$ cat src/rtl/rf_wb_arbiter_if.sv
// Writeback bus bundle for rf_wb_arbiter: two requester channels, registered rf write port,
// and the decode-side scoreboard lock/hazard signals.
interface rf_wb_arbiter_if #(
   parameter int REGNO     = 8,
   parameter int REGNO_LOG = 3,
   parameter int RW        = 16
);
   logic                 i_a_valid;
   logic [REGNO_LOG-1:0] i_a_reg;
   logic [RW-1:0]        i_a_data;
   logic                 o_a_ready;
   logic                 i_b_valid;
   logic [REGNO_LOG-1:0] i_b_reg;
   logic [RW-1:0]        i_b_data;
   logic                 o_b_ready;
   logic [REGNO-1:0]     o_rf_ie;
   logic [RW-1:0]        o_rf_d;
   logic                 i_lock_valid;
   logic [REGNO_LOG-1:0] i_lock_reg;
   logic [REGNO_LOG-1:0] i_lout_sel;
   logic [REGNO_LOG-1:0] i_rout_sel;
   logic [REGNO-1:0]     o_pending;
   logic                 o_hazard;

   modport master (
      output i_a_valid, i_a_reg, i_a_data, i_b_valid, i_b_reg, i_b_data,
             i_lock_valid, i_lock_reg, i_lout_sel, i_rout_sel,
      input  o_a_ready, o_b_ready, o_rf_ie, o_rf_d, o_pending, o_hazard
   );

   modport slave (
      input  i_a_valid, i_a_reg, i_a_data, i_b_valid, i_b_reg, i_b_data,
             i_lock_valid, i_lock_reg, i_lout_sel, i_rout_sel,
      output o_a_ready, o_b_ready, o_rf_ie, o_rf_d, o_pending, o_hazard
   );
endinterface

$ cat src/rtl/rf_wb_arbiter.sv
// Round-robin arbiter sharing the register-file write port between ALU (A) and load (B) results.
// Optional pending-result scoreboard with read-hazard flag, enabled by RF_WB_SCOREBOARD_EN.
module rf_wb_arbiter #(
   parameter int REGNO     = 8,
   parameter int REGNO_LOG = 3,
   parameter int RW        = 16
) (
   input logic            i_clk,
   input logic            i_rst,
   rf_wb_arbiter_if.slave bus
);

   typedef enum logic {GNT_A = 1'b0, GNT_B = 1'b1} grant_e;

   function automatic logic [REGNO-1:0] onehot(input logic [REGNO_LOG-1:0] idx);
      logic [REGNO-1:0] v;
      v      = '0;
      v[idx] = 1'b1;
      return v;
   endfunction

   grant_e               last_grant_q, last_grant_d;
   logic                 a_gnt, b_gnt, xfer;
   logic [REGNO_LOG-1:0] xfer_reg;
   logic [RW-1:0]        xfer_data;
   logic [REGNO-1:0]     rf_ie_q, rf_ie_d;
   logic [RW-1:0]        rf_d_q, rf_d_d;

   // A wins unless B also wants the port and A was served last.
   always_comb begin
      a_gnt        = bus.i_a_valid & (~bus.i_b_valid | (last_grant_q == GNT_B));
      b_gnt        = bus.i_b_valid & ~a_gnt;
      xfer         = a_gnt | b_gnt;
      xfer_reg     = a_gnt ? bus.i_a_reg  : bus.i_b_reg;
      xfer_data    = a_gnt ? bus.i_a_data : bus.i_b_data;
      last_grant_d = last_grant_q;
      if (a_gnt)      last_grant_d = GNT_A;
      else if (b_gnt) last_grant_d = GNT_B;
      rf_ie_d      = xfer ? onehot(xfer_reg) : '0;
      rf_d_d       = xfer ? xfer_data : rf_d_q;
   end

   always_ff @(posedge i_clk or posedge i_rst) begin
      if (i_rst) begin
         last_grant_q <= GNT_B;
         rf_ie_q      <= '0;
         rf_d_q       <= '0;
      end else begin
         last_grant_q <= last_grant_d;
         rf_ie_q      <= rf_ie_d;
         rf_d_q       <= rf_d_d;
      end
   end

   assign bus.o_a_ready = a_gnt;
   assign bus.o_b_ready = b_gnt;
   assign bus.o_rf_ie   = rf_ie_q;
   assign bus.o_rf_d    = rf_d_q;

`ifdef RF_WB_SCOREBOARD_EN
   logic [REGNO-1:0] pending_q, pending_d;

   // Clear on the commit edge, then OR in a new reservation so a fresh lock wins.
   always_comb begin
      pending_d = pending_q & ~rf_ie_q;
      if (bus.i_lock_valid) pending_d = pending_d | onehot(bus.i_lock_reg);
   end

   always_ff @(posedge i_clk or posedge i_rst) begin
      if (i_rst) pending_q <= '0;
      else       pending_q <= pending_d;
   end

   assign bus.o_pending = pending_q;
   assign bus.o_hazard  = pending_q[bus.i_lout_sel] | pending_q[bus.i_rout_sel];
`else
   logic lock_unused;
   assign lock_unused   = ^{bus.i_lock_valid, bus.i_lock_reg, bus.i_lout_sel, bus.i_rout_sel};
   assign bus.o_pending = '0;
   assign bus.o_hazard  = 1'b0;
`endif

endmodule

$ cat src/flat_wrapper.sv
// flat-port wrapper written by rule: the top's interface ports become plain ports
module rf_wb_arbiter_flat 
#(
   parameter int REGNO     = 8,
   parameter int REGNO_LOG = 3,
   parameter int RW        = 16
)
  (i_clk, i_rst, bus_i_a_valid, bus_i_a_reg, bus_i_a_data, bus_i_b_valid, bus_i_b_reg, bus_i_b_data, bus_i_lock_valid, bus_i_lock_reg, bus_i_lout_sel, bus_i_rout_sel, bus_o_a_ready, bus_o_b_ready, bus_o_rf_ie, bus_o_rf_d, bus_o_pending, bus_o_hazard);
  rf_wb_arbiter_if #(.REGNO(REGNO), .REGNO_LOG(REGNO_LOG), .RW(RW)) bus_i ();
  input logic i_clk;
  input logic i_rst;
  input wire logic [$bits(bus_i.i_a_valid)-1:0] bus_i_a_valid;
  input wire logic [$bits(bus_i.i_a_reg)-1:0] bus_i_a_reg;
  input wire logic [$bits(bus_i.i_a_data)-1:0] bus_i_a_data;
  input wire logic [$bits(bus_i.i_b_valid)-1:0] bus_i_b_valid;
  input wire logic [$bits(bus_i.i_b_reg)-1:0] bus_i_b_reg;
  input wire logic [$bits(bus_i.i_b_data)-1:0] bus_i_b_data;
  input wire logic [$bits(bus_i.i_lock_valid)-1:0] bus_i_lock_valid;
  input wire logic [$bits(bus_i.i_lock_reg)-1:0] bus_i_lock_reg;
  input wire logic [$bits(bus_i.i_lout_sel)-1:0] bus_i_lout_sel;
  input wire logic [$bits(bus_i.i_rout_sel)-1:0] bus_i_rout_sel;
  output wire logic [$bits(bus_i.o_a_ready)-1:0] bus_o_a_ready;
  output wire logic [$bits(bus_i.o_b_ready)-1:0] bus_o_b_ready;
  output wire logic [$bits(bus_i.o_rf_ie)-1:0] bus_o_rf_ie;
  output wire logic [$bits(bus_i.o_rf_d)-1:0] bus_o_rf_d;
  output wire logic [$bits(bus_i.o_pending)-1:0] bus_o_pending;
  output wire logic [$bits(bus_i.o_hazard)-1:0] bus_o_hazard;
  assign bus_i.i_a_valid = bus_i_a_valid;
  assign bus_i.i_a_reg = bus_i_a_reg;
  assign bus_i.i_a_data = bus_i_a_data;
  assign bus_i.i_b_valid = bus_i_b_valid;
  assign bus_i.i_b_reg = bus_i_b_reg;
  assign bus_i.i_b_data = bus_i_b_data;
  assign bus_i.i_lock_valid = bus_i_lock_valid;
  assign bus_i.i_lock_reg = bus_i_lock_reg;
  assign bus_i.i_lout_sel = bus_i_lout_sel;
  assign bus_i.i_rout_sel = bus_i_rout_sel;
  assign bus_o_a_ready = bus_i.o_a_ready;
  assign bus_o_b_ready = bus_i.o_b_ready;
  assign bus_o_rf_ie = bus_i.o_rf_ie;
  assign bus_o_rf_d = bus_i.o_rf_d;
  assign bus_o_pending = bus_i.o_pending;
  assign bus_o_hazard = bus_i.o_hazard;
  rf_wb_arbiter #(.REGNO(REGNO), .REGNO_LOG(REGNO_LOG), .RW(RW)) u_core (.i_clk(i_clk), .i_rst(i_rst), .bus(bus_i));
endmodule
$ cat config.mk
export PLATFORM = sky130hd
export DESIGN_NAME = rf_wb_arbiter_flat
export DESIGN_NICKNAME = d
export VERILOG_FILES = /design/src/rtl/rf_wb_arbiter_if.sv /design/src/rtl/rf_wb_arbiter.sv /design/src/flat_wrapper.sv
export SDC_FILE = /design/constraint.sdc
export NUM_CORES = 1
export LEC_CHECK = 0
export BUFFER_PORTS_ARGS = -buffer_cell sky130_fd_sc_hd__buf_2
export CORE_UTILIZATION = 41
export DETAILED_ROUTE_END_ITERATION = 10
export PLACE_DENSITY = 0.83
export SYNTH_ARGS = -nofsm -noshare
export SYNTH_HDL_FRONTEND = slang
export SYNTH_SLANG_ARGS = --single-unit
export TNS_END_PERCENT = 10
$ cat constraint.sdc
create_clock -name i_clk -period 1.6 [get_ports i_clk]
set_clock_uncertainty 0.1 [all_clocks]
set_input_delay 0.16 -clock i_clk [delete_from_list [all_inputs] [get_ports i_clk]]
set_output_delay 0.16 -clock i_clk [all_outputs]
set_load 0.1 [all_outputs]
==> flow_summary.yaml <==
finish:
  num-fill-cells: 235
  layout_common_cells: "65 x buf_2, 32 x mux2_2, 24 x dfrtp_1"
  layout-drive-gt1-share_pct: 59.2
  fin_nets: 244
  fin_util_pct: 66.2
  final_area_mm2: 0.00189
  diodes: 0
  layout_commonest_cell: "buf_2"
  area_delta_synth_final_pct: 47.0
sta:
  drv_slew: 0
  rsz0062_at_grt: "yes"
  setup_tns_ns: 0
  finalCritPeriodShare_pct: 97.1
  period_needed_ns: 1.55
  max_freq_mhz: 643
  setup_violations: 0
  tightest_slew_ns: 0.587
  timing.hold.ws_ns: 0.0515
  max_slew_margin_pct: 60.8
  hold_violations: 0
logic_synthesis:
  ys_warn_count: 0
  netlist_instances: 103
  synthMuxAreaShare_pct: 28.0
  synth_top_family_by_area: "multiplexers"
  synth_area_mm2: 0.00128
  synth_cell_types: 19
  synth-seq-area-share_pct: 48.8
  synth-xor-area-share_pct: 0
  ys_top_cells_by_area: "dfrtp_1 47%, mux2_2 28%, buf_4 6.4%"
  synth_edf_count: 0
  synthArstFlopShare_pct: 100
  synth_top_area_share_pct: 46.7
  postSynthAreaPerCell_um2: 12.5
  synth_compound_area_share_pct: 7.21
  synth.largest_area_cell: "dfrtp_1"
  synth_fa_ha_area_share_pct: 0
  yosys.area_share.simple_pct: 6.04
  ys_ff_latch: 25
  synth-main-ff-cell: "dfrtp_1"
global_route:
  first_global_vias: 1179
  gr-usage-all-layers_pct: 19.8
  antenna_found_initial: 0
  grt_first_pass_wirelength_um: 5000
  grt_overflow_total: 0
  grt_max_degree: 18
hold_path:
  hold_path.startpoint: "bus_i_a_reg[1]"
  min_path_cells: 3
  holdPathEnd: "u_core.bus.o_rf_ie[7]$_DFF_PP0_"
  hp-class: "primary input to flop"
critical_path:
  reg2reg_from: "u_core.last_grant_q$_DFFE_PP1P_"
  cp_max_fo: 2
  r2r_end: "u_core.bus.o_rf_ie[1]$_DFF_PP0_"
  cp_data_arrival_time_ns: 1.29
  start_kind: "flop"
  rrSetupSlack_ns: 0.06
  endpoint_kind: "output pin"
  worstPathRequired_ns: 1.34
  rr_worst_depth: 4
  crit_type: "flop to output pin"
power_and_ir_drop:
  p_leak_uw: 0.000945
  power.total_uw: 2020
  ir_worst_vdd_mv: 0.522
  p_per_area_mw_per_mm2: 1070
clocking:
  htreeDepth: 1
  clock_latency_ns: 0.31
  cts_tree: "yes"
  cts_sinks: 25
  ctsRootBufferMaster: "clkbuf_4"
  path_clk_slew_ns: 0.14
  numCtsBuffers: 3
  cts_buffer_depth: 2
drt:
  routedWlPerCell_um: 13.8
  initialDrtViolationCount: 12
  ant_nets: 0
  first_pass_iters: 7
  wirelength_um: 3060
  drc: 6
  num_vias: 1095
  vias_per_cell: 4.93
floorplanning:
  coreArea_mm2: 0.00285
  die_x_um: 58.0
  rows: 19
  start_util_pct: 45.0
  dieHeight_um: 58.0
  die_area_mm2: 0.00336
  num_io_pins: 87
job:
  maxCapViolations: 0
run_status:
  failed_checks: "DRC"
  status: "complete, but fails checks"
placed_design:
  portBuffers: 67
  dpl_cell_area_mm2: 0.00165
  dp_hpwl_um: 2170
  gp_congestion: 0.846
==> cell families (layout without fill, tap and decap cells) <==
| family | Yosys count | after routing |
|---|---|---|
| other cells | 1 | 9 |
| simple gates | 11 | 11 |
| buf+inv | 18 | 98 |
| compound gates | 16 | 16 |
| flops | 25 | 25 |
| mux | 32 | 32 |
==> metal layers <==
metal  GRT usage, %  up-vias  share of wire (%)
met5              0        -                  0
met4           8.16        0               0.88
met3           2.68        2                5.8
met2           39.7       51                 58
met1           20.0      515                 36
li1               -      527                  -
==> registers in the layout, indices dropped and copies added, names as in the netlist <==
register,count
u_core.bus.o_rf_d,16
u_core.bus.o_rf_ie,8
u_core.last_grant_q,1
==> area by class of cell <==
class | count | area [um^2] | share of cell area [%]
inverters | 5 | 21.3 | 1.13
well taps | 31 | 38.8 | 2.05
repair buffers | 89 | 586 | 31.0
clock buffers | 3 | 22.5 | 1.19
flip-flops and latches | 25 | 627 | 33.2
multi-input cells | 68 | 589 | 31.2
clock inverters | 1 | 5.00 | 0.265
==> cell usage after synthesis (2+ instances only) <==
master     n
mux2_2    32
dfrtp_1   24
buf_4     11
a21oi_1    9
inv_1      5
nor2b_1    3
o21ai_0    3
a32oi_1    2
buf_6      2
nand4b_1   2
nor2_1     2
==> worst max-delay path by stage <==
stage,start,endpoint,depth (start not counted)
2_1_floorplan,u_core.last_grant_q$_DFFE_PP1P_,u_core.bus.o_rf_ie[0]$_DFF_PP0_,3
3_3_place_gp,u_core.last_grant_q$_DFFE_PP1P_,bus_o_a_ready,4
3_5_place_dp,u_core.last_grant_q$_DFFE_PP1P_,bus_o_a_ready,4
4_1_cts,u_core.last_grant_q$_DFFE_PP1P_,bus_o_b_ready,3
5_1_grt,u_core.last_grant_q$_DFFE_PP1P_,bus_o_a_ready,4
6_report,u_core.last_grant_q$_DFFE_PP1P_,bus_o_a_ready,4
==> power breakdown <==
part	switching [uW]	leakage, uW	internal, uW	total (uW)
clock network	181	0.0000177	93.2	274
registers	28.7	0.000306	701	730
logic	765	0.000621	253	1020
total	975	0.000945	1050	2020
==> metrics by stage <==
| stage | cells | setup slack (ns) |
|---|---|---|
| final | 222 | 0.0458 |
| after global routing | 222 | -0.0282 |
| after CTS | 222 | 0.0263 |
| after detailed placement | 198 | 0.0799 |
| after global placement | 198 | 0.108 |
| after floorplan | 111 | -0.261 |
==> critical path: stages, from the launching register on <==
cell and delay, ns:
dfstp_2 0.56, nand2b_4 0.15, nand2_8 0.06, inv_4 0.06
buf_12 0.16
==> timing repair <==
item | 4_1_cts | 5_1_grt
pin swaps | 1 | 0
endpoints found under the setup margin | 1 | 2
hold buffers | 17 | 0
hold endpoints to repair | 29 | 0
gates resized for setup | 3 | 2
buffers inserted | 3 | 0
Power figures use the tool's default switching activity.
